## src/rtl/sq_drain_ctrl.sv

```systemverilog
// Store-queue drain controller: retires committed stores one at a time into the
// shared data-memory port, arbitrating against loads with a watermark and anti-starvation count.
module sq_drain_ctrl #(
    parameter int LSQ_SZ     = 8,
    parameter int N          = 3,
    parameter int HIGH_WM    = 6,
    parameter int STARVE_LIM = 4,
    localparam int RC_W  = $clog2(N + 1),
    localparam int IDX_W = $clog2(LSQ_SZ),
    localparam int CNT_W = $clog2(LSQ_SZ + 1),
    localparam int SV_W  = $clog2(STARVE_LIM + 1)
) (
    input  logic             clock,
    input  logic             reset,
    input  logic [RC_W-1:0]  retire_count,
    input  logic             mispredict,
    output logic [IDX_W-1:0] head_idx,
    input  logic [31:0]      head_addr,
    input  logic [31:0]      head_data,
    input  logic             ld_req_valid,
    input  logic [31:0]      ld_req_addr,
    output logic             ld_grant,
    output logic             mem_req_valid,
    input  logic             mem_req_ready,
    output logic             mem_req_cmd,
    output logic [31:0]      mem_req_addr,
    output logic [31:0]      mem_req_data,
    input  logic             mem_wr_ack,
    output logic [RC_W-1:0]  free_count,
    output logic [CNT_W-1:0] commit_cnt,
    output logic             err,
    output logic [1:0]       dbg_state
);

    typedef enum logic [1:0] {
        IDLE     = 2'd0,
        ISSUED   = 2'd1,
        WAIT_ACK = 2'd2
    } state_t;

    localparam logic [CNT_W-1:0] HIGH_WM_C = CNT_W'(HIGH_WM);
    localparam logic [CNT_W:0]   LSQ_SZ_C  = (CNT_W + 1)'(LSQ_SZ);
    localparam logic [SV_W-1:0]  STARVE_C  = SV_W'(STARVE_LIM);

    state_t            state, state_nxt;
    logic [SV_W-1:0]   starve_cnt;
    logic              can_load, store_elig, store_win, ack, stray_ack;
    logic [CNT_W:0]    cnt_sum;

    assign dbg_state = state;

    // Handshake: a request transfers on any edge where mem_req_valid && mem_req_ready;
    // while valid && !ready the register contents are frozen (loads may still be squashed).
    always_comb begin
        can_load   = !mem_req_valid || mem_req_ready;
        store_elig = (state == IDLE) && (commit_cnt != '0);
        store_win  = can_load && store_elig &&
                     (!ld_req_valid || (commit_cnt >= HIGH_WM_C) || (starve_cnt >= STARVE_C));
        ld_grant   = can_load && ld_req_valid && !store_win && !mispredict;
        ack        = (state == WAIT_ACK) && mem_wr_ack;
        stray_ack  = (state != WAIT_ACK) && mem_wr_ack;
        cnt_sum    = {1'b0, commit_cnt} + (CNT_W + 1)'(retire_count) - (CNT_W + 1)'(ack);
        state_nxt  = state;
        case (state)
            IDLE:     if (store_win) state_nxt = ISSUED;
            ISSUED:   if (mem_req_valid && mem_req_ready) state_nxt = WAIT_ACK;
            WAIT_ACK: if (mem_wr_ack) state_nxt = IDLE;
            default:  state_nxt = IDLE;
        endcase
    end

    always_ff @(posedge clock or negedge reset) begin
        if (!reset) state <= IDLE;
        else        state <= state_nxt;
    end

    always_ff @(posedge clock or negedge reset) begin
        if (!reset) begin
            mem_req_valid <= 1'b0;
            mem_req_cmd   <= 1'b0;
            mem_req_addr  <= '0;
            mem_req_data  <= '0;
        end else if (store_win) begin
            mem_req_valid <= 1'b1;
            mem_req_cmd   <= 1'b1;
            mem_req_addr  <= head_addr;
            mem_req_data  <= head_data;
        end else if (ld_grant) begin
            mem_req_valid <= 1'b1;
            mem_req_cmd   <= 1'b0;
            mem_req_addr  <= ld_req_addr;
            mem_req_data  <= '0;
        end else if (can_load || (mispredict && !mem_req_cmd)) begin
            // Squash drops only a stalled load; a stalled store is committed work.
            mem_req_valid <= 1'b0;
        end
    end

    always_ff @(posedge clock or negedge reset) begin
        if (!reset) begin
            head_idx   <= '0;
            commit_cnt <= '0;
            free_count <= '0;
            starve_cnt <= '0;
            err        <= 1'b0;
        end else begin
            free_count <= RC_W'(ack);
            if (ack) head_idx <= head_idx + IDX_W'(1);
            if (cnt_sum > LSQ_SZ_C) commit_cnt <= CNT_W'(LSQ_SZ);
            else                     commit_cnt <= cnt_sum[CNT_W-1:0];
            if ((cnt_sum > LSQ_SZ_C) || stray_ack) err <= 1'b1;
            if (store_win)
                starve_cnt <= '0;
            else if (store_elig && ld_grant && (starve_cnt < STARVE_C))
                starve_cnt <= starve_cnt + SV_W'(1);
        end
    end

endmodule

```

## config.mk

```make
export PLATFORM = sky130hd
export DESIGN_NAME = sq_drain_ctrl
export DESIGN_NICKNAME = d
export VERILOG_FILES = /design/src/rtl/sq_drain_ctrl.sv
export SDC_FILE = /design/constraint.sdc
export NUM_CORES = 1
export LEC_CHECK = 0
export ABC_CLOCK_PERIOD_IN_PS = 5100
export BUFFER_PORTS_ARGS = -buffer_cell sky130_fd_sc_hd__clkbuf_2
export CAP_MARGIN = 20
export CORE_ASPECT_RATIO = 0.8
export CORE_UTILIZATION = 49
export CTS_CLUSTER_DIAMETER = 100
export DETAILED_ROUTE_END_ITERATION = 8
export PLACE_DENSITY_LB_ADDON = 0.08
export SYNTH_ARGS = -nofsm -noshare
export SYNTH_HDL_FRONTEND = slang
export SYNTH_SLANG_ARGS = --single-unit
```

## constraint.sdc

```tcl
create_clock -name clock -period 5.1 [get_ports clock]
set_input_delay 0.255 -clock clock [delete_from_list [all_inputs] [get_ports clock]]
set_output_delay 0.255 -clock clock [all_outputs]
set_load 0.02 [all_outputs]
```

# Word-level counts from Yosys, hierarchy flattened

Cells that the tools add are included.

Add/sub/neg operators: 4
Order comparisons: 4
Eq/ne operators: 6
Mux-type cells: 16
Reductions and logical operators: 28

Operators with widths:

| cell                                                               | number |
|---|---|
| two-way mux 32 bit                                                 | 4 |
| logical AND 1 bit                                                  | 12 |
| != test 2 bit (second input constant)                              | 4 |
| adder 3 x 1 -> 3 bit (second input constant)                       | 2 |
| two-way mux 2 bit                                                  | 3 |
| two-way mux 3 bit                                                  | 2 |
| one-hot mux 2 bit (3 select lines)                                 | 1 |
| adder 4 x 2 -> 5 bit                                               | 1 |
| greater-than comparator 5 x 4 -> 1 bit (second input constant)     | 1 |
| logical NOT 1 bit                                                  | 5 |
| logical OR 1 bit                                                   | 5 |
| two-way mux 1 bit                                                  | 5 |
| subtractor 5 x 1 -> 5 bit                                          | 1 |
| greater-or-equal comparator 4 x 3 -> 1 bit (second input constant) | 1 |
| two-way mux 4 bit                                                  | 1 |
| nonzero test 2 bit                                                 | 2 |
| nonzero test 4 bit                                                 | 1 |
| greater-or-equal comparator 3 bit (second input constant)          | 1 |
| less-than comparator 3 bit (second input constant)                 | 1 |
| AND reduction 3 bit                                                | 1 |
| nonzero test 3 bit                                                 | 1 |
| == test 2 x 1 -> 1 bit (second input constant)                     | 1 |
| == test 2 bit (second input constant)                              | 1 |
| logical NOT 2 bit                                                  | 1 |

Flip-flop bits (word level): 80
Input port bits: 104
Output and inout bits: 79

# Longest topological paths before layout

Gate-level depths: netlist of the first run.

Word-level depth: 11
Depth in mapped cells: 11

# Worst setup path after synthesis of the first run

OpenSTA, ideal clock, no wires.

Path kind: register to register
Start: register state[0], in the netlist dbg_state[0]
End: register commit_cnt[3]
Data arrival time: 2.606 ns
Setup slack: 2.363 ns
Cell stages (with the launch flop): 12
Buffers on the path: 0
Path through: dfrtp_1 nand2b_1 nor2_1 ha_1 inv_1 ha_1 inv_1 fa_1 nand2b_1 a21oi_1 nor3_1 or3_1

Longest elaborated chain between the ends: 5

RTL lines:

| item                                   | RTL line | RTL |
|---|---|---|
| start: declaration                     | 45       | `state_t state, state_nxt;` |
| start signal: assignment               | 74       | `else state <= state_nxt;` |
| == test 2 bit (*)                      | 60       | `ack = (state == WAIT_ACK) && mem_wr_ack;` |
| logical AND 1 bit (*)                  | 60       |  |
| named net ack                          | 47       | `logic can_load, store_elig, store_win, ack, stray_ack;` |
| subtractor 5 x 1 -> 5 bit (*)          | 62       | `cnt_sum = {1'b0, commit_cnt} + (CNT_W + 1)'(retire_count) - (CNT_W + 1)'(ack);` |
| greater-than comparator 5 x 4 -> 1 bit | 109      | `if (cnt_sum > LSQ_SZ_C) commit_cnt <= CNT_W'(LSQ_SZ);` |
| two-way mux 4 bit (*)                  | 109      |  |
| end signal: assignment                 | 109      |  |
| end signal: assignment                 | 110      | `else commit_cnt <= cnt_sum[CNT_W-1:0];` |
| end: declaration                       | 30       | `output logic [CNT_W-1:0] commit_cnt,` |

Mark *: on every way through the listed nets, which the timed path passes. The rest lies on a longest branch.
A chain may end at the register's enable or synchronous reset.

# Worst setup path after layout of the first run

Start: register state[0], in the netlist dbg_state[0]
End: register err

Longest elaborated chain between the ends: 5

RTL lines:

| item                                   | RTL line | RTL |
|---|---|---|
| == test 2 bit                          | 60       |  |
| logical AND 1 bit                      | 60       |  |
| named net ack                          | 47       |  |
| subtractor 5 x 1 -> 5 bit              | 62       |  |
| greater-than comparator 5 x 4 -> 1 bit | 111      | `if ((cnt_sum > LSQ_SZ_C) \|\| stray_ack) err <= 1'b1;` |
| logical OR 1 bit                       | 111      |  |
| end signal: assignment                 | 105      | `err <= 1'b0;` |
| end signal: assignment                 | 111      |  |
| end: declaration                       | 31       | `output logic err,` |

The timed path passes the listed nets, and every way through them passes these cells.

==> out/qor.yml, run 1 <==
status: "complete, no violations"
gp_congestion: 0.854
p_leak_nw: 2.58
yosysMostFrequentCell: "dfrtp_1"
rsz0062_at_grt: "false"
holdWs_ns: 0.0506
synth_top_area_cell: "dfrtp_1"
period_share_pct: 56.6
ant_nets: 0
seq_area_frac_synth_pct: 57.1
drive_gt1_share_pct: 45.9
fin_skew_ns: 0.00959
grt_max_degree: 81
ys_ff_latch: 80
placed_cell_area_um2: 4420
die_area_um2: 7500
syn_area_um2: 3510
grt_pass1_wl_um: 13500
grt_util_all_layers_pct: 23.9
crit_type: "reg -> reg"
end_kind: "flop"
switching_share_pct: 41.7
yosysWarnings: 0
finalSetupViolCount: 0
cts.path.max_buffers: 2
power_density_nw_per_um2: 687
hold_viol_final: 0
antenna_found_initial: 0
die_height_um: 77.7
ctsHoldBuffers: 0
drv_cap: 0
ir_drop_uv: 292
synthTopCellsByCount: "dfrtp_1, a22o_1, and3_1"
synthCells: 271
seqPwrFrac_pct: 34.1
floorplan.rows: 27
fin_crit_ns: 2.89
ys_top_cells_by_area: "dfrtp_1, a221o_1, a22o_1"
p_int_mw: 1.86
overflow: 0
cts_root_buf: "clkbuf_8"
grt_pass1_vias: 2834
n_antenna_cell: 0
power_switching_mw: 1.33
combPwrFrac_pct: 48.5
clock_latency_ns: 0.35
clock-sinks: 80
worstMarginPinSlew_ns: 0.991
synth_top_flop_cell: "dfrtp_1"
required_ns: 5.33
cts_tree: "yes"
die_w_um: 96.6
synth_top_area_share_pct: 57.1
io_buffers: 181
postCtsSetupBuffers: 0
final_max_slew_viol_count: 0
vias: 2994
async_flop_share_pct: 100
path_clk_slew_ns: 0.08
initial_core_util_pct: 50.9
final.setup.tns_ns: 0
fin_area_um2: 4650
synth_nets: 385
dp_hpwl_um: 6130
synth_edf_count: 0
cp_max_fo: 6
hold_path_class: "in -> async"
startpoint_type: "flop"
drt_iter0_markers: 152
io_pins: 183
core_um2: 6890
cts_resized: 0
clockPowerShare_pct: 17.4
max_freq_mhz: 346
synth_cell_types: 42
cp_data_arrival_time_ns: 3.12
wl_um: 8940
n_fill_cell: 565
cts.htree.levels: 3
first_pass_iters: 5
nets: 560
slew-limit-headroom_pct: 33.9
avgSynthCellArea_um2: 12.9
route.detailed.drc: 0
via_per_inst: 5.57
cts_buffers: 9
syn2layout_area_growth_pct: 32.7
drt-wirelength-per-cell_um: 16.6
==> logic make-up after synthesis <==
logic type	share of synthesized area, %
AO/OA/AOI/OAI	20.4
XOR/XNOR	0.999
adder cells (fa/ha/maj)	3.78
buffers and inverters	5.49
flip-flops	57.1
multiplexers	0.606
other	0.107
AND/OR/NAND/NOR	11.5
==> cell type report <==
class,instances,area [um2],share of cell area [%]
clock buffer,11,131,2.82
clock inverter,5,105,2.26
inverter,12,45.0,0.968
multi-input combinational,158,1320,28.4
sequential,80,2000,43.0
tap,87,109,2.34
timing repair buffer,185,938,20.2
==> path summary, 6_finish.rpt <==
check                                               from  slack, ns  cells after the start                          end
worst max-delay path            dbg_state[0]$_DFFE_PN0P_       2.21                     11              err$_DFFE_PN0P_
max in group asynchronous                          reset       4.40                      1      commit_cnt[0]$_DFF_PN0_
worst max register to register  dbg_state[0]$_DFFE_PN0P_       2.21                     11              err$_DFFE_PN0P_
worst min-delay path                               reset       0.05                      1  mem_req_addr[6]$_DFFE_PN0P_
min in group clock                          head_data[7]       0.13                      2  mem_req_data[7]$_DFFE_PN0P_
worst min register to register   head_idx[2]$_DFFE_PN0P_       0.49                      1      head_idx[2]$_DFFE_PN0P_
==> power by group through the flow <==
stage	clock network [mW]	logic [mW]	registers, mW
6_report	0.555	1.55	1.09
5_1_grt	0.589	1.68	1.12
4_1_cts	0.563	1.56	1.09
3_5_place_dp	0	1.56	1.10
3_3_place_gp	0	1.54	1.09
2_1_floorplan	0	0.809	1.40
==> layer usage <==
layer	track usage (%)	wire length, um	vias up
met4	6.62	98	0
met3	8.04	768	10
met1	31.8	3860	1464
met5	0	0	-
li1	-	-	1385
met2	37.3	4200	135
==> state kept, by name (all words and copies together), names as in the netlist <==
register       count
mem_req_addr      32
mem_req_data      32
commit_cnt         4
head_idx           3
starve_cnt         3
dbg_state          2
err                1
free_count         1
mem_req_cmd        1
mem_req_valid      1
==> cells in the final DEF, fill, tap and decap left out, types with 2 or more instances in the layout <==
cell type and instances:
buf_4 5, o21ai_0 4, ha_1 9, a21o_1 3, a21oi_1 3, clkbuf_1 2
inv_1 12, nand2b_1 4, nor2b_1 2, nand3b_1 2, a22o_1 33, nor2_1 2
bufinv_16 3, nor4_1 3, nor3_1 2, nand2_1 3, dfrtp_1 80, clkbuf_8 9
clkbuf_2 180, clkinvlp_4 2, and3_1 33, xor2_1 3, a221o_1 32
==> critical path, stage by stage (launching register included) <==
cell and delay [ns]:
dfrtp_1 0.46, nand2b_1 0.21, nor2_1 0.30, ha_1 0.30, inv_1 0.06, ha_1 0.15, inv_1 0.06, fa_1 0.38
nand2b_1 0.16, a21oi_1 0.20, nor3_1 0.13, a2111o_1 0.36
==> per-stage QoR <==
step / setup slack [ns] / util [%] / power, mW / instances
after global routing: 1.94 / 67.5 / 3.40 / 538
after CTS: 2.21 / 67.5 / 3.22 / 538
after global placement: 2.35 / 64.1 / 2.63 / 522
after floorplan: 2.36 / - / 2.21 / 271
final: 2.21 / 67.5 / 3.20 / 538
after detailed placement: 2.23 / 64.1 / 2.65 / 522
(Power assumes the default switching activity.)
==> run 2: changes to the inputs <==
--- a/config.mk
+++ b/config.mk
@@ -5,11 +5,11 @@
 export SDC_FILE = /design/constraint.sdc
 export NUM_CORES = 1
 export LEC_CHECK = 0
-export ABC_CLOCK_PERIOD_IN_PS = 5100
+export ABC_CLOCK_PERIOD_IN_PS = 2700
 export BUFFER_PORTS_ARGS = -buffer_cell sky130_fd_sc_hd__clkbuf_2
 export CAP_MARGIN = 20
 export CORE_ASPECT_RATIO = 0.8
-export CORE_UTILIZATION = 49
+export CORE_UTILIZATION = 45
 export CTS_CLUSTER_DIAMETER = 100
 export DETAILED_ROUTE_END_ITERATION = 8
 export PLACE_DENSITY_LB_ADDON = 0.08
==> constraint.sdc (replaced) <==
create_clock -name clock -period 2.7 [get_ports clock]
set_input_delay 0.135 -clock clock [delete_from_list [all_inputs] [get_ports clock]]
set_output_delay 0.135 -clock clock [all_outputs]
set_load 0.02 [all_outputs]
==> out/qor.yml, run 2 (same netlist as run 1, synthesis figures left out) <==
clock-sinks: 80
slowest_stage: "dfrtp_2"
power_switching_mw: 2.52
n_fill_cell: 654
drive_gt1_share_pct: 45.9
vias: 3000
period_share_pct: 93.3
syn2layout_area_growth_pct: 38.4
total_power_mw: 6.08
drt-wirelength-per-cell_um: 15.8
gp_congestion: 0.834
clock_latency_ns: 0.34
cts_buffers: 9
layout_commonest_cell: "clkbuf_2"
fin_skew_ns: 0.00885
grt_pass1_vias: 2799
die_area_um2: 8150
max_freq_mhz: 397
cts.path.max_buffers: 2
final_max_slew_viol_count: 0
combPwrFrac_pct: 49.4
die_height_um: 81.0
startpoint_type: "flop"
finalSetupViolCount: 0
cp_data_arrival_time_ns: 2.73
dp_slack_ns: 0.166
via_per_inst: 5.25
cts_tree: "yes"
hold_viol_final: 0
max_stage_delay_ns: 0.45
hold_path_class: "in -> reg"
wl_um: 9030
n_antenna_cell: 0
crit_family: "adder cells"
initial_core_util_pct: 47.0
fin_crit_ns: 2.52
die_w_um: 101
postCtsSetupBuffers: 0
overflow: 0
setup_slack_ns: 0.182
final.setup.tns_ns: 0
grt_util_all_layers_pct: 22.0
floorplan.rows: 28
antenna_found_initial: 0
dp_hpwl_um: 6150
p_int_mw: 3.56
drv_cap: 0
required_ns: 2.92
status: "complete, no violations"
final_cell_mix: "clkbuf_2, dfrtp_1, and3_1, a22o_1, a221o_1"
p_leak_nw: 2.66
nets: 576
cts.htree.levels: 3
core_um2: 7460
grt_max_degree: 81
seqPwrFrac_pct: 33.6
power_density_nw_per_um2: 1250
critPathBufInv: 2
io_buffers: 181
ir_drop_uv: 586
switching_share_pct: 41.4
ant_nets: 0
end_kind: "flop"
io_pins: 183
grt_pass1_wl_um: 13600
clockPowerShare_pct: 17.0
first_pass_iters: 4
path_clk_slew_ns: 0.08
crit_type: "reg -> reg"
regToRegSetupSlack_ns: 0.18
cp_max_fo: 6
route.detailed.drc: 0
drt_iter0_markers: 79
cts_root_buf: "clkbuf_8"
top_regs: "mem_req_addr x32, mem_req_data x32, commit_cnt x4"
crit_path_cell_trace: "nand2b_1 -> nor2_2 -> ha_1 -> inv_1 -> ha_1 -> inv_1 -> fa_1 -> nand2b_1 -> a21oi_2 -> nor3_1 -> or3_1"
[run 2: path summary, 6_finish.rpt]
path	start	to	depth (start not counted)
setup / recovery	dbg_state[1]$_DFFE_PN0P_	commit_cnt[3]$_DFF_PN0_	11
hold / removal	ld_req_addr[29]	mem_req_addr[29]$_DFFE_PN0P_	2
setup reg to reg	dbg_state[1]$_DFFE_PN0P_	commit_cnt[3]$_DFF_PN0_	11
hold reg to reg	head_idx[2]$_DFFE_PN0P_	head_idx[2]$_DFFE_PN0P_	1
max in group asynchronous	reset	dbg_state[1]$_DFFE_PN0P_	3
min in group asynchronous	reset	mem_req_data[11]$_DFFE_PN0P_	2
[run 2: worst register-to-register path, cell delays in order (launching register included)]
cell and delay, ns:
dfrtp_2 0.45, nand2b_1 0.13, nor2_2 0.05, ha_1 0.27, inv_1 0.06, ha_1 0.16
inv_1 0.06, fa_1 0.40, nand2b_1 0.19, a21oi_2 0.18, nor3_1 0.11, or3_1 0.35
[run 2: stage by stage]
step | instance area, um2 | hold slack [ns] | std cells | utilization [%]
finish | 4850 | 0.0165 | 571 | 65.0
global route | 4850 | 0.000137 | 571 | 65.0
CTS | 4760 | 0.000340 | 564 | 63.8
detailed placement | 4470 | 0.364 | 543 | 59.8
global placement | 4470 | 0.361 | 543 | 59.8
floorplan | 3510 | -0.161 | 271 | -
[run 2: timing repair]
action                                  4_1_cts  5_1_grt
hold buffers                                  6        6
gates resized for setup                       0        2
endpoints found under the setup margin        0        3
hold endpoints to repair                     75        6
[run 2: layer usage]
metal  global-route usage, %  routed length [um]  vias to the layer above
li1                        -                   -                     1417
met1                    28.2                4010                     1448
met2                    34.9                4230                      116
met3                    6.54                 582                       19
met4                    9.57                 209                        0
met5                       0                   0                        -
[run 2: layout make-up]
class,instances,area [um2],area share (%)
clock buffer,10,128,2.63
clock inverter,5,106,2.19
inverter,12,45.0,0.928
multi-input combinational,158,1330,27.4
sequential,80,2000,41.3
tap,105,131,2.71
timing repair buffer,201,1110,22.8
[run 2: power by group through the flow]
stage / Clock [mW] / Combinational [mW] / Sequential, mW
after global placement: 0 / 2.95 / 2.04
after detailed placement: 0 / 3.00 / 2.05
after global routing: 1.11 / 3.26 / 2.10
after floorplan: 0 / 1.53 / 2.65
final: 1.03 / 3.00 / 2.04
after CTS: 1.06 / 3.02 / 2.03
